File: config.mk
export PLATFORM = sky130hd
export DESIGN_NAME = adder_array_pipe
export DESIGN_NICKNAME = d
export VERILOG_FILES = /design/src/rtl/adder_array_pipe.sv
export SDC_FILE = /design/constraint.sdc
export NUM_CORES = 1
export LEC_CHECK = 0
export ABC_AREA = 1
export CAP_MARGIN = 5
export CORE_ASPECT_RATIO = 0.6
export CORE_MARGIN = 8
export CORE_UTILIZATION = 59
export CTS_CLUSTER_SIZE = 10
export DETAILED_ROUTE_END_ITERATION = 7
export PLACE_DENSITY = 0.95
export SYNTH_ARGS = -nofsm -noshare
export SYNTH_HDL_FRONTEND = slang
export SYNTH_SLANG_ARGS = --single-unit
File: constraint.sdc
create_clock -name clk -period 4.6 [get_ports clk]
set_input_delay 0.69 -clock clk [delete_from_list [all_inputs] [get_ports clk]]
set_output_delay 0.69 -clock clk [all_outputs]
set_load 0.03 [all_outputs]
File: src/rtl/adder_array_pipe.sv
// Two-stage pipelined NCH-channel add/subtract array with per-channel signed
// overflow flags and a sticky overflow register cleared by ovf_clr.
module adder_array_pipe #(
  parameter int WIDTH = 32,
  parameter int NCH   = 4,
  parameter int CW    = $clog2(NCH) + 1
) (
  input  logic                 clk,
  input  logic                 rstn,
  input  logic                 in_valid,
  output logic                 in_ready,
  input  logic [CW-1:0]        cmd,
  input  logic                 op,
  input  logic [NCH*WIDTH-1:0] ain,
  input  logic [NCH*WIDTH-1:0] bin,
  output logic                 out_valid,
  input  logic                 out_ready,
  output logic [NCH*WIDTH-1:0] dout,
  output logic [NCH-1:0]       overflow,
  output logic [NCH-1:0]       ovf_sticky,
  input  logic                 ovf_clr
);

  // Handshake: a beat transfers on a rising edge where valid && ready are both
  // high; a producer holding valid keeps its payload stable until it transfers.
  logic                 v1, v2;
  logic                 op1;
  logic [CW-1:0]        cmd1;
  logic [NCH*WIDTH-1:0] a1, b1;
  logic                 s1_load, s2_load, in_fire;
  logic [NCH*WIDTH-1:0] r_next;
  logic [NCH-1:0]       ovf_next;

  assign s2_load   = !v2 || out_ready;
  assign s1_load   = !v1 || s2_load;
  assign in_ready  = !v1 || !v2 || out_ready;
  assign in_fire   = in_valid && in_ready;
  assign out_valid = v2;

  always_comb begin : calc_p
    logic [WIDTH-1:0] ca, cb, cbx, cr;
    logic             en;
    r_next   = '0;
    ovf_next = '0;
    ca       = '0;
    cb       = '0;
    cbx      = '0;
    cr       = '0;
    en       = 1'b0;
    for (int i = 0; i < NCH; i++) begin
      ca  = a1[i*WIDTH +: WIDTH];
      cb  = b1[i*WIDTH +: WIDTH];
      // Subtraction as a + ~b + 1; carry-out is intentionally dropped.
      cbx = op1 ? ~cb : cb;
      cr  = ca + cbx + WIDTH'(op1);
      en  = (cmd1 == CW'(i)) || (cmd1 == CW'(NCH));
      if (en) begin
        r_next[i*WIDTH +: WIDTH] = cr;
        if (op1)
          ovf_next[i] = (ca[WIDTH-1] != cb[WIDTH-1]) && (cr[WIDTH-1] != ca[WIDTH-1]);
        else
          ovf_next[i] = (ca[WIDTH-1] == cb[WIDTH-1]) && (cr[WIDTH-1] != ca[WIDTH-1]);
      end
    end
  end

  always_ff @(posedge clk or negedge rstn) begin
    if (!rstn) begin
      v1   <= 1'b0;
      op1  <= 1'b0;
      cmd1 <= '0;
      a1   <= '0;
      b1   <= '0;
    end else if (s1_load) begin
      v1 <= in_fire;
      if (in_fire) begin
        op1  <= op;
        cmd1 <= cmd;
        a1   <= ain;
        b1   <= bin;
      end
    end
  end

  // S2 only reloads when its current beat is gone, so a stalled result holds.
  always_ff @(posedge clk or negedge rstn) begin
    if (!rstn) begin
      v2       <= 1'b0;
      dout     <= '0;
      overflow <= '0;
    end else if (s2_load) begin
      v2 <= v1;
      if (v1) begin
        dout     <= r_next;
        overflow <= ovf_next;
      end
    end
  end

  // A new overflow event landing on the clear cycle survives the clear.
  always_ff @(posedge clk or negedge rstn) begin
    if (!rstn) begin
      ovf_sticky <= '0;
    end else begin
      ovf_sticky <= (ovf_clr ? '0 : ovf_sticky) | ((s2_load && v1) ? ovf_next : '0);
    end
  end

endmodule
==> impl_metrics.py <==
metrics = {
    "routing": {
        "antenna_left": 0,
        "drtIter0Drc": 2265,
        "routed_wl_mm": 78.78,
        "wl_per_cell_um": 20.81,
        "via_per_inst": 5.778,
        "drc": 3,
        "drtPass1Iterations": 8,
        "via_count": 21870,
    },
    "logic_synthesis": {
        "yosysSeqAreaShare_pct": 41.33,
        "syn_area_mm2": 0.02410,
        "yosys.area_share.simple_pct": 20.96,
        "synth_seq_cells": 398,
        "async_reset_ff_share_pct": 100.0,
        "synth_edf_count": 0,
        "yosysTopAreaCell": "dfrtp_1",
        "synth.avg_cell_area_um2": 8.470,
        "synthTopCellsByCount": "nand2_1, dfrtp_1, inv_1",
        "synth_compound_area_share_pct": 8.806,
        "synthCells": 2845,
        "yosysMostFrequentCell": "nand2_1",
        "synth_warnings": 0,
        "synth.top_cell.area_share_pct": 41.33,
        "synth_ff_type": "dfrtp_1",
        "synth-adder-area-share_pct": 6.874,
        "synth_top_family_by_area": "simple AND/OR/NAND/NOR gates",
        "synth_area_leaders": "dfrtp_1, nand2_1, mux2_2",
        "synth_cell_types": 43,
        "synth_nets": 3240,
        "synth_xor_area_share_pct": 4.943,
        "synthMuxAreaShare_pct": 11.45,
    },
    "power": {
        "vdd_ir_drop_max_uv": 376.4,
        "power_density_mw_per_mm2": 535.4,
        "power.static_leakage_nw": 14.19,
        "totalPowerFinal_mw": 15.96,
    },
    "final_layout": {
        "multi_input_area_mm2": 0.01279,
        "layout.area.seq_mm2": 0.009963,
        "drive_gt1_share_pct": 11.02,
        "final_nets": 3634,
        "fillerInstances": 2999,
        "area_growth_pct": 23.67,
        "final_cell_area_mm2": 0.02980,
    },
    "clocking": {
        "cts_sinks": 398,
        "cts-resized-gates": 0,
        "clk_pin_slew_ps": 60,
        "numCtsBuffers": 45,
        "clkLatencyLatePin_ps": 560,
        "root_buffer": "clkbuf_16",
        "cts_hold_buf": 0,
        "cts_tree": "yes",
        "clockBufferDepth": 3,
        "htreeDepth": 2,
        "postCtsSetupBuffers": 0,
    },
    "global_routing": {
        "grt_pass1_wl_mm": 123.5,
        "grt_util_met1_pct": 43.93,
        "grtUsageTotal_pct": 32.03,
        "globalRouteMet2Util_pct": 47.95,
        "grt_util_met3_pct": 7.326,
        "antenna_found_initial": 17,
        "grt_pass1_vias": 22120,
        "busiest_layer": "met2",
        "grt_max_degree": 107,
        "grt_overflow": 0,
    },
    "floorplan": {
        "start_util_pct": 59.70,
        "io_pins": 403,
        "die_h_um": 172.5,
        "dieArea_mm2": 0.04778,
        "num_rows": 57,
        "die_w_um": 276.9,
        "core_mm2": 0.04037,
    },
    "sta": {
        "timing.final.crit_period_ps": 3638,
        "clock.fmax_ghz": 0.2749,
        "drv_slew": 0,
        "final.setup.tns_ps": 0,
        "skew_ps": 16.04,
        "period_share_pct": 79.09,
        "hold_violations": 0,
        "setup_violations": 0,
        "tightest_slew_ps": 1115,
        "rsz0062_at_grt": "false",
        "slew_headroom_pct": 25.67,
    },
    "place": {
        "hpwl_mm": 60.25,
        "io_buffers": 402,
        "gp_congestion": 0.9963,
        "placed_area_mm2": 0.02862,
    },
    "flow_run": {
        "drv_cap": 0,
    },
    "outcome": {
        "status": "finished with violations",
        "failed_checks": "design-rule violations",
    },
    "worst_setup_path": {
        "worstPathRequired_ps": 5040,
        "crit_path_start_kind": "flop",
        "crit_type": "flop to flop",
        "critPathArrivalTime_ps": 4070,
        "end_kind": "flop",
        "critPathMaxFanout": 58,
    },
    "min_path": {
        "hold_class": "primary input to asynchronous set/reset pin",
    },
}
[per-stage QoR]
step	instances	hold slack [ps]	worst slack [ps]	util, %
5_1_grt	3786	214.5	782.5	73.83
3_3_place_gp	3723	462.7	1282	70.90
3_5_place_dp	3723	466.1	1149	70.90
4_1_cts	3770	231.0	1028	73.73
2_1_floorplan	2845	394.4	2186	-
6_report	3786	158.4	962.0	73.83
[per-layer routing]
layer | vias to the layer above | wire [um]
li1 | 10120 | -
met1 | 10440 | 33950
met5 | - | 13
met4 | 2 | 3776
met3 | 203 | 7103
met2 | 1113 | 33940
[critical path, stage by stage, from the launching register on]
cell	delay (ps)
dfrtp_4	1160
buf_4	440
xor2_1	210
ha_1	320
a21oi_1	260
inv_1	70
nand3_1	80
nand3_1	170
a21oi_1	340
nand2_1	120
nand2_1	80
nand2_1	50
nand2_1	110
nand2_1	70
[power by group]
| part | internal (mW) | switching [mW] |
|---|---|---|
| sequential | 4.22 | 0.598 |
| combinational | 2.96 | 5.08 |
| clock | 1.73 | 1.37 |
| total | 8.91 | 7.05 |
[state kept, by name, summed over array words and instances, names as in the netlist]
name,count
a1,128
b1,128
cmd1,3
dout,128
op1,1
out_valid,1
overflow,4
ovf_sticky,4
v1,1
[cell usage in the layout, fill, tap and decap left out, drive strengths merged]
cell type        n
mux2           245
clkbuf          47
clkinv           1
nor2           177
o211ai           2
clkdlybuf4s50  401
a22o             2
o21a             4
xor2           125
dfrtp          398
nor3b            4
nand3b          20
or2             10
a21boi           8
a31oi            4
fa               4
o21ai          155
o21bai          14
nand2          806
nand4           14
inv            256
nand3          138
diode           16
buf             16
ha             126
nor3            24
a21oi          197
and2            18
a32o            10
xnor2           11
and3             2
[cells by family after synthesis]
| logic type | count (synthesis) |
|---|---|
| flip-flops | 398 |
| AO/OA/AOI/OAI | 396 |
| AND/OR/NAND/NOR | 1213 |
| buffers and inverters | 327 |
| multiplexers | 245 |
| XOR/XNOR | 136 |
| adder cells (fa/ha/maj) | 130 |
[layout make-up]
class | count | share of cell area, %
multi-input cells | 2120 | 42.93
flip-flops and latches | 398 | 33.43
repair buffers | 417 | 14.19
clock buffers | 47 | 3.837
inverters | 257 | 3.245
well taps | 531 | 2.229
diodes | 16 | 0.1343
[path summary, 6_finish.rpt]
check	startpoint	to	slack [ps]	depth (start not counted)
min in group clk	dout[55]	dout[55]	480	2
max in group asynchronous	rstn	dout[54]	3380	2
worst max register to register	op1	overflow[1]	960	13
worst min-delay path	rstn	dout[94]	160	1
worst min register to register	dout[55]	dout[55]	480	2
worst max-delay path	op1	overflow[1]	960	13
Note: power is estimated with default switching activity, not from simulation.
